--- src/rtl/bcd_pkg.sv ---
`default_nettype none
// ============================================================================
// Module      : bcd_pkg
// Description : Shared definitions for the digit-serial BCD adder.
//               Holds the digit width, the largest legal BCD digit, the
//               control state encoding and the nines-complement helper.
// Revision    : 1.0 - initial release
// ============================================================================
package bcd_pkg;

    localparam int         DIGIT_W = 4;
    localparam logic [3:0] BCD_MAX = 4'd9;

    typedef enum logic [1:0] {
        IDLE = 2'd0,
        RUN  = 2'd1,
        DONE = 2'd2
    } state_t;

    // 9 - d. Wraps for illegal digits 10..15, which map onto 15..10, so an
    // illegal digit stays illegal after complementing.
    function automatic logic [3:0] nines_comp(input logic [3:0] d);
        return BCD_MAX - d;
    endfunction

endpackage
`default_nettype wire

--- src/rtl/bcd_digit_add.sv ---
`default_nettype none
// ============================================================================
// Module      : bcd_digit_add
// Description : Combinational single-digit BCD adder with decimal carry.
//               Ports: a, b (BCD digits), ci (carry in) -> s (BCD digit),
//               co (decimal carry out), inval (either digit above 9).
// Revision    : 1.0 - initial release
// ============================================================================
module bcd_digit_add (
    input  logic [3:0] a,
    input  logic [3:0] b,
    input  logic       ci,
    output logic [3:0] s,
    output logic       co,
    output logic       inval
);
    import bcd_pkg::*;

    logic [4:0] w_t;
    logic [4:0] w_adj;

    assign w_t   = {1'b0, a} + {1'b0, b} + {4'b0000, ci};
    assign w_adj = w_t + 5'd6;

    always_comb begin
        s  = w_t[3:0];
        co = 1'b0;
        // Above 9 the binary sum skips the six unused codes to wrap decimally.
        if (w_t > {1'b0, BCD_MAX}) begin
            s  = w_adj[3:0];
            co = 1'b1;
        end
    end

    assign inval = (a > BCD_MAX) || (b > BCD_MAX);

endmodule
`default_nettype wire

--- src/rtl/bcd_serial_adder.sv ---
`default_nettype none
// ============================================================================
// Module      : bcd_serial_adder
// Description : Digit-serial packed-BCD adder, one decimal digit per clock,
//               least significant digit first, start/busy/done handshake.
//               Ports: clk, rst (async, active high), start, sub, cin,
//               a, b (4*DIGITS packed BCD) -> busy, done, sum, cout, err.
//               Optional macro SUBTRACT_EN: sub=1 computes A-B in ten's
//               complement (cout=1 means no borrow). Without it, sub is
//               ignored.
// Revision    : 1.0 - initial release
// ============================================================================
module bcd_serial_adder #(
    parameter int DIGITS = 4
) (
    input  logic                clk,
    input  logic                rst,
    input  logic                start,
    input  logic                sub,
    input  logic                cin,
    input  logic [4*DIGITS-1:0] a,
    input  logic [4*DIGITS-1:0] b,
    output logic                busy,
    output logic                done,
    output logic [4*DIGITS-1:0] sum,
    output logic                cout,
    output logic                err
);
    import bcd_pkg::*;

    localparam int                 IDX_W  = (DIGITS > 1) ? $clog2(DIGITS) : 1;
    localparam logic [IDX_W-1:0]   C_LAST = IDX_W'(DIGITS - 1);

    state_t                 r_state;
    state_t                 w_next;
    logic                   w_accept;
    logic [4*DIGITS-1:0]    r_a;
    logic [4*DIGITS-1:0]    r_b;
    logic [4*DIGITS-1:0]    r_sum;
    logic [IDX_W-1:0]       r_idx;
    logic                   r_carry;
    logic                   r_cout;
    logic                   r_err;
    logic                   w_carry_init;
    logic [3:0]             w_b_dig;
    logic [3:0]             w_dig;
    logic                   w_co;
    logic                   w_inval;

`ifdef SUBTRACT_EN
    logic r_sub;

    always_ff @(posedge clk or posedge rst) begin
        if (rst) begin
            r_sub <= 1'b0;
        end else if (w_accept) begin
            r_sub <= sub;
        end
    end

    // Subtraction adds the nines complement of B plus one.
    assign w_carry_init = sub ? 1'b1 : cin;
    assign w_b_dig      = r_sub ? nines_comp(r_b[3:0]) : r_b[3:0];
`else
    logic w_unused_sub;

    assign w_unused_sub = sub;
    assign w_carry_init = cin;
    assign w_b_dig      = r_b[3:0];
`endif

    // Single digit adder shared by all digits; operands shift down so the
    // current digit is always in the low nibble. The validity flag of the
    // complemented digit matches the raw digit (see nines_comp).
    bcd_digit_add u_digit (
        .a     (r_a[3:0]),
        .b     (w_b_dig),
        .ci    (r_carry),
        .s     (w_dig),
        .co    (w_co),
        .inval (w_inval)
    );

    assign w_accept = start && ((r_state == IDLE) || (r_state == DONE));

    always_ff @(posedge clk or posedge rst) begin
        if (rst) begin
            r_state <= IDLE;
        end else begin
            r_state <= w_next;
        end
    end

    always_comb begin
        w_next = r_state;
        busy   = 1'b0;
        done   = 1'b0;
        case (r_state)
            IDLE: begin
                if (start) w_next = RUN;
            end
            RUN: begin
                busy = 1'b1;
                if (r_idx == C_LAST) w_next = DONE;
            end
            DONE: begin
                done   = 1'b1;
                w_next = start ? RUN : IDLE;
            end
            default: w_next = IDLE;
        endcase
    end

    always_ff @(posedge clk or posedge rst) begin
        if (rst) begin
            r_a     <= '0;
            r_b     <= '0;
            r_sum   <= '0;
            r_idx   <= '0;
            r_carry <= 1'b0;
            r_cout  <= 1'b0;
            r_err   <= 1'b0;
        end else if (w_accept) begin
            r_a     <= a;
            r_b     <= b;
            r_sum   <= '0;
            r_idx   <= '0;
            r_carry <= w_carry_init;
            r_err   <= 1'b0;
        end else if (r_state == RUN) begin
            r_sum[r_idx*DIGIT_W +: DIGIT_W] <= w_dig;
            r_a     <= r_a >> DIGIT_W;
            r_b     <= r_b >> DIGIT_W;
            r_idx   <= r_idx + 1'b1;
            r_carry <= w_co;
            r_err   <= r_err | w_inval;
            if (r_idx == C_LAST) r_cout <= w_co;
        end
    end

    assign sum  = r_sum;
    assign cout = r_cout;
    assign err  = r_err;

endmodule
`default_nettype wire

--- config.mk ---
export PLATFORM = sky130hd
export DESIGN_NAME = bcd_serial_adder
export DESIGN_NICKNAME = d
export VERILOG_FILES = /design/src/rtl/bcd_pkg.sv /design/src/rtl/bcd_digit_add.sv /design/src/rtl/bcd_serial_adder.sv
export SDC_FILE = /design/constraint.sdc
export NUM_CORES = 1
export LEC_CHECK = 0
export ABC_AREA = 1
export CAP_MARGIN = 10
export CELL_PAD_IN_SITES_DETAIL_PLACEMENT = 1
export CELL_PAD_IN_SITES_GLOBAL_PLACEMENT = 1
export CORE_ASPECT_RATIO = 2
export CORE_MARGIN = 2
export CORE_UTILIZATION = 37
export DETAILED_ROUTE_END_ITERATION = 10
export PLACE_DENSITY = 0.79
export SLEW_MARGIN = 20
export SYNTH_ARGS = -nofsm -noshare
export SYNTH_HDL_FRONTEND = slang
export SYNTH_HIERARCHICAL = 1
export SYNTH_SLANG_ARGS = --single-unit
--- constraint.sdc ---
create_clock -name clk -period 3.4 [get_ports clk]
set_input_delay 0.51 -clock clk [delete_from_list [all_inputs] [get_ports clk]]
set_output_delay 0.51 -clock clk [all_outputs]
set_load 0.005 [all_outputs]
After elaboration in Yosys (flattened, before gate mapping)
Index checks and enable logic that the tools add are counted.
- logic and storage cells: 53
- bits of input ports: 37
- bits in registers: 55
- add/subtract/negate cells: 5
- mux-type cells: 21
- bitwise logic cells: 2
- reduce and logical (&&, ||, !) cells: 7
- equal/unequal tests: 5
- $lt $le $gt $ge: 3
- shift operators: 2
- operator list (operator ; count):
    2-to-1 mux 16 bit ; 6
    negator 4 -> 34 bit ; 1
    variable shift 4 x 34 -> 16 bit, first input constant ; 1
    variable part select 4 x 34 -> 16 bit ; 1
    bitwise mux 16 bit ; 1
    > comparator 4 bit, second input constant ; 2
    2-to-1 mux 1 bit ; 8
    2-to-1 mux 2 bit ; 4
    case mux 2 bit (3 select lines) ; 1
    adder 4 x 4 -> 5 bit ; 1
    adder 5 x 1 -> 5 bit ; 1
    > comparator 5 x 4 -> 1 bit, second input constant ; 1
    adder 4 x 3 -> 4 bit, second input constant ; 1
    equality test 2 bit, second input constant ; 2
    2-to-1 mux 4 bit ; 1
    AND reduction 3 bit ; 1
    adder 2 x 1 -> 2 bit, second input constant ; 1
    equality test 2 x 1 -> 1 bit, second input constant ; 1
    zero test 2 bit ; 1
    logical OR 1 bit ; 2
    != test 2 x 1 -> 1 bit, second input constant ; 1
    != test 2 bit, second input constant ; 1
    AND reduction 2 bit ; 1
    nonzero test 2 bit ; 1
    other kinds (3) ; 3

Depth between registers and ports, before layout
Gate-level depths: netlist of run 1.
- word-level depth: 8
- gate-level depth with buffers: 15
- mapped depth without buffers: 15

By module
The synthesis of run 1 kept the hierarchy.
- modules (own cells, without submodules) (module ; times used ; area each (um^2) ; cells an instance ; sequential area each (um^2)):
    bcd_serial_adder ; 1 ; 2673.8 ; 355 ; 1376.3
    bcd_digit_add ; 1 ; 312.8 ; 48 ; 0.0

Worst setup path before layout of run 1
No wires, ideal clock.
- kind: reg2reg
- start point: reg r_a[0]
- end point: reg r_sum[5] (netlist: sum[5])
- period minus slack after synthesis: 2.480 ns
- path slack: 0.920 ns
- arrival time: 2.397 ns
- required time: 3.317 ns
- stages on the path, launching flop included: 15
- setup time: 0.083 ns
- path buffers: 0
- cells stage by stage: dfrtp_1 fa_1 fa_1 nand2_1 nand2_2 ha_1 a21oi_4 nand2_4 nand2_4 nand2_1 nand2_1 nand2_1 nor2_1 inv_1 o21ai_0
- longest elaborated chain between the ends: 8
- elaborated cells on any way between the ends: 9
- classes of those cells: add/sub (3); order compare (1); shift (1); mux (4)
- RTL lines (what ; line ; text):
    start, declared ; bcd_serial_adder.sv:37 ; logic [4*DIGITS-1:0] r_a;
    start signal, assigned ; bcd_serial_adder.sv:132 ; r_a <= r_a >> DIGIT_W;
    adder 4 x 4 -> 5 bit * ; bcd_digit_add.sv:22 ; assign w_t = {1'b0, a} + {1'b0, b} + {4'b0000, ci};
    adder 5 x 1 -> 5 bit * ; bcd_digit_add.sv:22 ;
    adder 4 x 3 -> 4 bit / > comparator 5 x 4 -> 1 bit (equally long branches) ; bcd_digit_add.sv:23, bcd_digit_add.sv:29 ;
    2-to-1 mux 4 bit * ; bcd_digit_add.sv:29 ; if (w_t > {1'b0, BCD_MAX}) begin
    via w_dig[1] ; bcd_serial_adder.sv:46 ; logic [3:0] w_dig;
    variable part select 4 x 34 -> 16 bit * ; bcd_serial_adder.sv:131 ; r_sum[r_idx*DIGIT_W +: DIGIT_W] <= w_dig;
    bitwise mux 16 bit * ; bcd_serial_adder.sv:131 ;
    2-to-1 mux 16 bit * ; bcd_serial_adder.sv:130 ; end else if (r_state == RUN) begin
    2-to-1 mux 16 bit * ; bcd_serial_adder.sv:123 ; end else if (w_accept) begin
    end signal, assigned by index ; bcd_serial_adder.sv:131 ;
    end, declared ; bcd_serial_adder.sv:39 ; logic [4*DIGITS-1:0] r_sum;
The timed path passes the listed nets; every way through them passes the cells marked *. The select of a mux whose other input is x is not followed.
A chain may end at the register's enable or synchronous reset.

Worst setup path after layout of run 1
Same ends and word-level chain as after synthesis.

==> results by stage, run 1 <==
Global routing:
- Entering global routing, the biggest net connects slightly above 40 pins.
- The via count of the first global-routing pass is 2827.
- The number of antenna violations at the first check in global routing came to 0.
- The combined global-route utilization of all metal layers is between 10% and 20%.
- The wire length of the first global-routing pass is approximately 13 mm.
- The aggregate global routing overflow is 0.

Power:
- The power density relative to cell area is 1040 nW/um2.
- The maximum resistive drop on vdd is about 440 uV.
- In this run the static leakage power is around 2 nW.

Floorplanning:
- The area of the core is 7890 um2.
- The starting density of the core is 37.9%.
- The number of placed I/O pins is 57.
- In this run the horizontal extent of the chip is 67.5 um.
- The die is ~130 um tall.
- The floorplan has between 40 and 50 rows.
- The die footprint is 8850 um2.

Setup path:
- The maximum fanout along the worst path is 5.
- The cell at the slowest stage of the critical path is sky130_fd_sc_hd__fa_1.
- Counting both buffers and inverters, the worst setup path holds a total of 1.
- The worst setup path is launched from a register.
- Walking the worst path, the cells encountered are fa_1, fa_1, nand2_1, nand2_2, ha_1, a21oi_4, nand2_4, nand2_4, nand2_1, nand2_1, nand2_1, nor2_1, inv_1, o21ai_0.
- The critical setup path kind is reg -> reg.
- The kind of cell with the highest combined delay along the critical path is adder cells.
- The type of destination of the critical path is a register.
- The maximum cell stage delay along the critical path is 0.49 ns.
- The signal arrival time at the worst endpoint is 3.05 ns.
- The most frequent cell on the critical path is sky130_fd_sc_hd__nand2_1.
- The data required time of the critical path is 3.61 ns.

Yosys:
- Sequential cells were found to cover 46.1% of the synthesized design area.
- The number of distinct library cells after synthesis is 21.
- The number of nets in the synthesized netlist is roughly 450.
- The average size of a mapped cell is around 7.4 um2.
- The summed instance area of the synthesized netlist is 2990 um2.
- Synthesis inferred 55 register bits.
- The cell type with the largest total area after synthesis is sky130_fd_sc_hd__dfrtp_1.
- After technology mapping, the gate count stands at slightly above 400.
- The share of synthesized area in the top cell type comes to a little under half.
- For this run, the number of Yosys warnings is 6.
- After synthesis, the cell types taking the most area are sky130_fd_sc_hd__dfrtp_1, sky130_fd_sc_hd__nand2_1, sky130_fd_sc_hd__nand3_1, sky130_fd_sc_hd__inv_1, sky130_fd_sc_hd__ha_1.

CTS:
- After clock tree synthesis, the clock-pin slew on the worst setup and hold paths is 0.07 ns.
- The clock net in this run drives a total of 55 sinks.
- The TritonCTS buffer count is 5.
- Clock latency on the worst-skew pair, taken at its later pin, is around 0.3 ns.
- The TritonCTS clock tree is done.
- In this run the deepest clock path goes through 2 buffers.
- After clock tree synthesis, the repair step resized 0 gates.
- The number of buffers inserted by hold repair at cts is 0.
- The maximum level of the CTS H-tree is 2.
- The number of buffers inserted to repair setup after CTS is 0.
- The cell sitting at the root of the clock tree is a sky130_fd_sc_hd__clkbuf_16.

Routing:
- For this block, the via count after detailed routing is 2689.
- The first detailed-routing pass ran for 4 iterations.
- In the final routed layout, each cell accounts on average for between 10 and 15 um.
- The total DRC errors in the routed layout is 0.
- After detailed routing, the total wire length is between 7 and 8 mm.
- Once detail routing completed, the nets flagged for antenna violations numbered 0.
- The number of DRC markers in iteration 0 is 88.
- The via count normalized by instance count is around 4.8.

STA:
- The remaining max-slew budget at the tightest pin is between 50 and 60%.
- The total setup violations reported at the end of the flow is 0.
- The hold violation count in the final report is 0.
- Summed over all failing endpoints, the final setup total negative slack is 0 ns.
- The worst path meets setup with 0.558 ns of slack.
- Setup repair after global routing left no endpoint under its margin.
- The final clock skew is about 0.0049 ns.
- The slew at the pin closest to its max-slew limit is 0.694 ns.
- Counting I/O delays and the setup requirement, the final critical path takes 2.84 ns.
- Static timing analysis puts the maximum clock frequency at 0.352 GHz.
- The final-report max-slew violation count is 0.
- The ratio of final minimum period to clock period is 83.6%.

Cells and area:
- The number of antenna diodes in the final layout is 0.
- Cells with a size suffix above 1 make up 6.97% of the layout.
- The final core utilization is around 48%.
- The area growth from synthesis to layout is 26.0%.
- The final layout contains around 510 nets.

Placement:
- The sum of net half-perimeters after detailed placement is 5.76 mm.
- Input and output buffers added on the ports amount to 55.
- Before CTS, the worst setup slack after placement is about 0.57 ns.
- At the end of routability-driven placement, the weighted congestion stood at roughly 0.83.

Status:
- The run finished with clean final reports.

Flow run:
- The number of max-cap violations is 0.

Worst hold path:
- The class of the worst hold path is reg -> reg.
==> routing by layer <==
layer	track usage, %	wire length, um
met1	18.4	2670
met2	38.9	4460
met3	3.16	209
met4	9.00	264
met5	0	0
==> synthesized netlist by cell type, drive strengths merged <==
cell type,n
o21ai,10
dfrtp,55
ha,10
buf,12
a21oi,4
nand3,44
fa,2
nor2,23
nand4,1
inv,49
nand2,193
==> stage by stage <==
stage	instances	area [um2]	hold slack [ns]	power [mW]
final	555	3760	0.472	3.93
after global placement	547	3610	0.453	3.32
after floorplan	403	2990	0.442	2.74
after detailed placement	547	3610	0.462	3.43
after global routing	555	3760	0.497	4.31
after CTS	555	3760	0.479	3.99
==> final cells by class <==
type	instances	area [um2]
tap	96	120
multi-input combinational	287	1340
fill	997	4120
inverter	49	184
timing repair buffer	60	588
sequential	55	1380
clock buffer	7	143
clock inverter	1	8.76
==> flip-flops by register name, indices dropped and copies added, names as in the netlist <==
register	cells
err	1
r_idx	2
cout	1
sum	16
r_a	16
r_carry	1
r_state	2
r_b	16
==> tightest hold or removal path: cells and delay by family, from the launching register on <==
family,cells,cell delay (ns)
AND/OR/NAND/NOR,2,0.09
flip-flops,1,0.35
==> cells by family after synthesis <==
group                      count (synthesis)  share of synthesized area (%)
and+or+nand+nor                          261                           36.5
buffers and inverters                     61                           9.05
AOI/OAI and AO/OA                         14                           2.85
adders and majority gates                 12                           5.53
DFF                                       55                           46.1
==> power breakdown <==
group	total, mW	internal, mW	switching [mW]
Sequential	1.11	0.916	0.191
Clock	0.536	0.296	0.241
Combinational	2.28	0.822	1.46
Total	3.93	2.03	1.89
==> placed cells by master, fill, tap and decap left out, drive strengths merged <==
cell type      netlist  final
a21oi                4      4
buf                 12      5
clkbuf               0      7
clkdlybuf4s50        0     55
clkinv               0      1
dfrtp               55     55
fa                   2      2
ha                  10     10
inv                 49     49
nand2              193    193
nand3               44     44
nand4                1      1
nor2                23     23
o21ai               10     10
==> worst paths after layout <==
path	startpoint	endpoint	slack, ns	cells past startpoint
setup / recovery	r_a[0]	sum[5]	0.56	14
hold / removal	r_a[15]	r_a[15]	0.47	2
setup reg to reg	r_a[0]	sum[5]	0.56	14
hold reg to reg	r_a[15]	r_a[15]	0.47	2
max in group asynchronous	rst	sum[12]	2.07	3
min in group asynchronous	rst	sum[3]	0.64	2
(Power assumes the default switching activity.)
==> run 2, diff against run 1 <==
--- a/config.mk
+++ b/config.mk
@@ -11,9 +11,9 @@
 export CELL_PAD_IN_SITES_GLOBAL_PLACEMENT = 1
 export CORE_ASPECT_RATIO = 2
 export CORE_MARGIN = 2
-export CORE_UTILIZATION = 37
+export CORE_UTILIZATION = 34
 export DETAILED_ROUTE_END_ITERATION = 10
-export PLACE_DENSITY = 0.79
+export PLACE_DENSITY = 0.76
 export SLEW_MARGIN = 20
 export SYNTH_ARGS = -nofsm -noshare
 export SYNTH_HDL_FRONTEND = slang
==> constraint.sdc (replaced) <==
create_clock -name clk -period 2.5 [get_ports clk]
set_input_delay 0.375 -clock clk [delete_from_list [all_inputs] [get_ports clk]]
set_output_delay 0.375 -clock clk [all_outputs]
set_load 0.005 [all_outputs]
==> results by stage, run 2 (synthesized netlist as in run 1, its figures left out) <==
Floorplanning:
- The die width came to 70.3 um (+4.1%).
- The starting density of the core is 34.8% (-3.1 points).
- The die footprint is 9600 um2 (+8.4%).
- The number of placed I/O pins was 57 (unchanged).
- The area of the core is 8590 um2 (+8.9%).
- The die height is 137 um (+4.2%).
- The number of placement rows is 48 (+4.3%).

Power:
- The internal power of the cells is 3.33 mW (+64%).
- The share of total power in the clock network is 14.7% (+1.0 points).
- The net switching fraction of the power is 46.5% (-1.7 points).
- The sequential cell fraction of total power is 24.1% (-4.1 points).
- The power density relative to cell area came to 1590 nW/um2 (+52%).
- The total net switching power was 2.89 mW (+53%).
- The total power consumption of the routed design came to 6.22 mW (+58%).
- The relative contribution of combinational cells to total power came to 61.2% (+3.0 points).
- The maximum resistive drop on vdd is 633 uV (+45%).
- The static leakage is 2.06 nW (+2.6%).

CTS:
- The TritonCTS buffer count is 5 (unchanged).
- The clock sink count is 55 (unchanged).
- Clock tree synthesis selected as its root buffer the cell sky130_fd_sc_hd__clkbuf_16.
- The number of buffers inserted by hold repair at cts was 0 (unchanged).
- The maximum level of the CTS H-tree is 2 (unchanged).
- TritonCTS built the clock tree.
- The clock edge transition at the registers on the reported setup and hold paths is 0.07 ns (about the same).
- The largest buffer count on any clock path is 2 (unchanged).
- The clock latency on the worst-skew pair is 0.30 ns (about the same).

Routing:
- The overall routed net length is 7.76 mm (+2.1%).
- The total number of vias is 2689 (unchanged).
- The post-detailed-route count of antenna-violating nets was 0 (unchanged).
- The wire length per cell after detailed routing is 13.7 um (+0.11%).
- The total DRC errors in the routed layout is 0 (unchanged).
- The detailed-router iteration count before antenna repair was 4 (unchanged).
- The via count normalized by instance count came to 4.75 (-1.9%).
- The number of DRC markers in iteration 0 came to 127 (+44%).

Setup path:
- Walking the worst path, the cells encountered are fa_2, fa_2, inv_2, ha_4, a21oi_4, nand2_4, nand2_4, nand2_2, nand2_4, nand2_1, nor2_1, nand3_1, nand2_1.
- The maximum cell stage delay along the critical path is 0.55 ns (+0.06 ns).
- The signal arrival time at the worst endpoint is 2.76 ns (-0.29 ns).
- The most numerous cell type found on the critical path is sky130_fd_sc_hd__nand2_4.
- The worst reg2reg path depth is 13 (-1).
- The data required time of the critical path is 2.74 ns (-0.87 ns).
- The worst setup path is launched from a register.
- Tracing the worst setup path back leads to its startpoint at r_a[0].
- In this run the critical register-to-register path is launched from r_a[0].
- The worst reg-to-reg setup slack is -0.02 ns (-0.58 ns).
- The endpoint of the lowest-slack register-to-register path is sum[3].
- The cell at the slowest stage of the critical path is sky130_fd_sc_hd__fa_2.
- The maximum fanout along the worst path was 5 (unchanged).
- The critical setup path kind is reg -> reg.
- The most critical setup path has its endpoint at sum[3].
- STA classifies the critical path endpoint as a register.

STA:
- Setup repair after global routing could not meet its margin everywhere.
- The upper clock frequency limit is 0.397 GHz (+13%).
- The final-report max-slew violation count is 0 (unchanged).
- The final clock skew is 0.00607 ns (+0.00121 ns).
- The slew at the pin closest to its max-slew limit was 0.714 ns (+0.0197 ns).
- The worst hold margin was 0.472 ns (-0.000402 ns).
- The worst setup margin came to -0.0204 ns (-0.578 ns).
- The hold violation count in the final report is 0 (unchanged).
- The total setup violations reported at the end of the flow came to 1 (+1).
- The remaining max-slew budget at the tightest pin is 52.4% (-1.2 points).
- The ratio of final minimum period to clock period is 101% (+17 points).
- The clock period minus worst slack is 2.52 ns (-0.322 ns).

Cells and area:
- The post-layout net count is 514 (+1.4%).
- The multi-input logic area came to 1400 um2 (+4.3%).
- The fraction of layout cells with a size suffix above 1 was 11.8% (+4.8 points).
- The area taken by flip-flops and latches came to 1380 um2 (unchanged).
- The most frequent standard cell in the layout excluding fill and tap cells is sky130_fd_sc_hd__nand2_1.
- The filler cell count is 1090 (+9.3%).
- The number of antenna cells inserted is 0 (unchanged).
- In the layout the commonest cells are sky130_fd_sc_hd__nand2_1, sky130_fd_sc_hd__dfrtp_1, sky130_fd_sc_hd__clkdlybuf4s50_1.
- Relative to the synthesized area, the layout overhead comes to 31.2%.
- The count of placed standard cells in the final layout, fillers left out is 566 (+2.0%).

Worst hold path:
- The class of the worst hold path is reg -> reg.
- The critical hold path startpoint is r_a[12].

Placement:
- The final RePlAce weighted congestion is 0.827 (-0.21%).
- The sum of net half-perimeters after detailed placement is 5.66 mm (-1.8%).
- The post-place setup slack was -0.248 ns (-0.819 ns).
- The total instance count after detailed placement is 556 (+1.6%).
- The number of port buffers came to 55 (unchanged).

Global routing:
- The aggregate global routing overflow came to 0 (unchanged).
- The wire length of the first global-routing pass is 13.2 mm (+2.8%).
- The via count of the first global-routing pass is 2879 (+1.8%).
- The maximum number of pins on one net before global-route repair is 56 (+37%).
- The number of antenna violations at the first check in global routing is 0 (unchanged).
- The routing usage on met1 is 17.3% (-1.1 points).
- The routing layer with the top usage in global route is met2.
- The global routing usage on met2 is 34.3% (-4.7 points).
- The global-route track usage on met3 is 2.58% (-0.58 points).
- The combined global-route utilization of all metal layers is 17.4% (-2.2 points).

Status:
- The flow ran to the end, but the final reports show violations.
- The checks that failed: negative setup slack.

Flow run:
- The number of max-cap violations is 0 (unchanged).
run 2: worst min path at each step:
stage / endpoint / depth (start not counted)
6_report: r_a[12] / 2
4_1_cts: r_a[12] / 2
3_3_place_gp: r_b[13] / 2
5_1_grt: r_a[8] / 2
2_1_floorplan: r_a[12] / 2
3_5_place_dp: r_a[12] / 2
run 2: through the flow:
step	TNS (ns)	cell area, um2	utilization, %
final	-0.0204	3920	45.6
after global routing	-1.06	3920	45.6
after CTS	-0.0131	3890	45.3
after detailed placement	-1.63	3650	42.5
after global placement	-0.593	3650	42.5
after floorplan	0	2990	-
run 2: power groups by stage:
stage,Clock (mW),Sequential [mW],Combinational (mW)
floorplan,0,1.46,2.27
global placement,0,1.50,3.20
detailed placement,0,1.52,3.32
CTS,0.937,1.50,3.60
global route,0.967,1.55,4.26
finish,0.911,1.50,3.81
run 2: critical path: cells and delay by family, from the launching register on:
family          cells  cell delay (ns)
simple gates        8             0.73
buf+inv             1             0.05
compound gates      1             0.14
flops               1             0.40
fa+ha+maj           3             1.12
run 2: area by class of cell:
class,count,share of cell area [%]
multi-input cells,287,35.7
flip-flops and latches,55,35.1
repair buffers,67,16.3
inverters,49,4.69
clock buffers,5,3.19
well taps,100,3.19
clock inverters,3,1.72
run 2: timing repair:
action	4_1_cts	5_1_grt
cloned	0	0
resized for setup	16	6
endpoints found under the hold margin	0	0
setup buffers	1	1
pin swaps	4	9
setup endpoints to repair	12	13
run 2: per-layer routing:
layer  vias up  wire length (um)  part of all wire, %
met5         -                 0                    0
met4         0               306                  3.9
met3        20               207                  2.7
met2        55              4420                   57
met1      1272              2830                   36
li1       1342                 -                    -
==> run 3, diff against run 2 <==
--- a/config.mk
+++ b/config.mk
@@ -9,10 +9,10 @@
 export CAP_MARGIN = 10
 export CELL_PAD_IN_SITES_DETAIL_PLACEMENT = 1
 export CELL_PAD_IN_SITES_GLOBAL_PLACEMENT = 1
-export CORE_ASPECT_RATIO = 2
 export CORE_MARGIN = 2
 export CORE_UTILIZATION = 34
 export DETAILED_ROUTE_END_ITERATION = 10
+export GPL_TIMING_DRIVEN = 0
 export PLACE_DENSITY = 0.76
 export SLEW_MARGIN = 20
 export SYNTH_ARGS = -nofsm -noshare
==> constraint.sdc (replaced) <==
create_clock -name clk -period 2.5 [get_ports clk]
set_input_delay 0.5 -clock clk [delete_from_list [all_inputs] [get_ports clk]]
set_output_delay 0.5 -clock clk [all_outputs]
set_load 0.005 [all_outputs]
==> results by stage, run 3 (synthesized netlist as in run 1, its figures left out) <==
Routing:
- The via count normalized by instance count came to 4.69 (-1.3%).
- The overall routed net length is 8.28 mm (+6.7%).
- The total DRC errors in the routed layout is 0 (unchanged).
- The detailed-router iteration count before antenna repair is 4 (unchanged).
- The wire length per cell after detailed routing is 14.2 um (+3.6%).
- The number of DRC markers in iteration 0 is 114 (-10%).
- The post-detailed-route count of antenna-violating nets is 0 (unchanged).
- The total number of vias is 2734 (+1.7%).

Setup path:
- The cell at the slowest stage of the critical path is sky130_fd_sc_hd__fa_2.
- The worst reg-to-reg setup slack is -0.04 ns (-0.02 ns).
- The critical path in this run is classified as reg -> reg.
- The signal arrival time at the worst endpoint is 2.78 ns (+0.02 ns).
- The kind of cell with the highest combined delay on the critical path is adder cells.
- The maximum fanout along the worst path is 4 (-1).
- The maximum cell stage delay along the critical path is 0.44 ns (-0.11 ns).
- The worst path buffer plus inverter count is 2 (+1).
- Walking the worst path, the cells encountered are fa_2, fa_2, buf_4, nor2_1, a21oi_4, nand2_4, nand3_1, nand2_4, inv_4, nor2_4, nand2_2, o21ai_2.
- The data required time of the critical path came to 2.75 ns (about the same).
- STA classifies the critical path endpoint as a register.
- The element type at the critical path start is a register.

Global routing:
- The routing usage on met1 is 21.5% (+4.2 points).
- The wire length of the first global-routing pass is 13.8 mm (+4.0%).
- The global routing usage on met2 came to 32.6% (-1.7 points).
- The via count of the first global-routing pass is 2889 (+0.35%).
- The maximum number of pins on one net before global-route repair came to 56 (unchanged).
- The aggregate global routing overflow is 0 (unchanged).
- met2 is the most crowded layer.
- The combined global-route utilization of all metal layers is 17.9% (+0.47 points).
- The global-route track usage on met3 came to 2.88% (+0.30 points).
- The number of antenna violations at the first check in global routing is 0 (unchanged).

Floorplanning:
- The number of placed I/O pins is 57 (unchanged).
- The die height came to 97.7 um (-28%).
- The die width is 97.7 um (+39%).
- The starting density of the core is 34.6% (-0.19 points).
- The number of placement rows is 34 (-29%).
- The die footprint is 9550 um2 (-0.47%).
- The area of the core was 8640 um2 (+0.55%).

CTS:
- The root cell of the clock tree is sky130_fd_sc_hd__clkbuf_8.
- The number of buffers inserted by hold repair at cts was 0 (unchanged).
- The largest buffer count on any clock path is 2 (unchanged).
- The TritonCTS buffer count is 5 (unchanged).
- The maximum level of the CTS H-tree was 2 (unchanged).
- TritonCTS built the clock tree.
- The clock edge transition at the registers on the reported setup and hold paths is 0.10 ns (+0.03 ns).
- The clock sink count was 55 (unchanged).
- The clock latency on the worst-skew pair is 0.31 ns (about the same).

STA:
- The upper clock frequency limit is 0.394 GHz (-0.62%).
- The remaining max-slew budget at the tightest pin is 53.7% (+1.3 points).
- The total setup violations reported at the end of the flow is 6 (+5).
- The ratio of final minimum period to clock period is 101% (+0.63 points).
- The final-report max-slew violation count is 0 (unchanged).
- The hold violation count in the final report came to 0 (unchanged).
- The slew at the pin closest to its max-slew limit is 0.694 ns (-0.0194 ns).
- The sum of negative setup slack came to -0.159 ns (-0.138 ns).
- The worst setup margin is -0.0362 ns (-0.0158 ns).
- The final clock skew is 0.00905 ns (+0.00298 ns).
- The clock period minus worst slack was 2.54 ns (+0.0158 ns).
- Setup repair after global routing could not meet its margin everywhere.

Cells and area:
- The number of antenna cells inserted came to 0 (unchanged).
- The fraction of layout cells with a size suffix above 1 is 15.2% (+3.4 points).
- The post-layout net count is 524 (+1.9%).
- From synthesis to final layout, the design area changed by 33.2%.
- The library cell used most frequently in the layout, excluding fill and tap cells, is sky130_fd_sc_hd__nand2_1.
- The final core utilization came to 46.1% (+0.43 points).
- Leaving out fill and tap cells, the most frequent cells in the layout are sky130_fd_sc_hd__nand2_1, sky130_fd_sc_hd__dfrtp_1, sky130_fd_sc_hd__clkdlybuf4s50_1.

Status:
- The run finished, with violations left.
- The final reports fail on negative setup slack.

Placement:
- The sum of net half-perimeters after detailed placement is 5.87 mm (+3.8%).
- The number of port buffers is 55 (unchanged).
- The final RePlAce weighted congestion is 0.798 (-3.5%).

Power:
- The static leakage is 2.09 nW (+1.3%).
- The maximum resistive drop on vdd is 667 uV (+5.5%).
- The total power consumption of the routed design is 6.43 mW (+3.5%).
- The power density relative to cell area is 1620 nW/um2 (+2.0%).

Worst hold path:
- The class of the worst hold path is reg -> reg.

Flow run:
- The number of max-cap violations is 0 (unchanged).
==> run 3: repair_timing <==
item                       in CTS  in global routing
cloned                          0                  0
setup endpoints to repair      12                 13
pin swaps                      18                 17
gates resized for setup        22                 17
setup buffers                   7                  3
==> run 3: area by class of cell <==
type	count	area (um2)
inverter	49	189
clock inverter	1	30.0
multi-input combinational	287	1460
tap	108	135
fill	1076	4660
buffer	12	86.3
sequential	55	1380
timing repair buffer	65	626
clock buffer	6	72.6
==> run 3: final timing paths <==
check                        start  endpoint  cells past startpoint
max                         r_a[0]    sum[6]                     12
max reg2reg                 r_a[0]    sum[6]                     12
max in group asynchronous      rst    r_b[9]                      2
min                        r_b[14]   r_b[14]                      2
min in group asynchronous      rst   r_a[12]                      2
min reg2reg                r_b[14]   r_b[14]                      2
==> run 3: report_power, final <==
| part | switching [mW] | leakage [nW] | internal (mW) |
|---|---|---|---|
| Clock | 0.304 | 0.0513 | 0.295 |
| Combinational | 2.58 | 1.32 | 1.74 |
| Sequential | 0.264 | 0.716 | 1.24 |
==> run 3: stage by stage <==
step	hold slack, ns	std cells	setup WS, ns	cell area (um2)
floorplan	0.442	403	0.0199	2990
global placement	0.455	566	-0.465	3670
detailed placement	0.463	566	-0.352	3670
CTS	0.488	580	-0.0622	3890
global route	0.513	583	-0.149	3980
finish	0.487	583	-0.0362	3980
==> run 3: routing by layer <==
| metal | vias up | wire length, um |
|---|---|---|
| met1 | 1302 | 3540 |
| met2 | 53 | 4330 |
| met3 | 13 | 266 |
| met5 | - | 0 |
| li1 | 1366 | - |
| met4 | 0 | 145 |
==> run 3: worst reg2reg max path, delay by kind of cell (launching register included) <==
family / cells / cell delay (ns)
adder cells (fa/ha/maj): 2 / 0.88
AND/OR/NAND/NOR: 6 / 0.75
flip-flops: 1 / 0.43
AO/OA/AOI/OAI: 2 / 0.22
buffers and inverters: 2 / 0.20
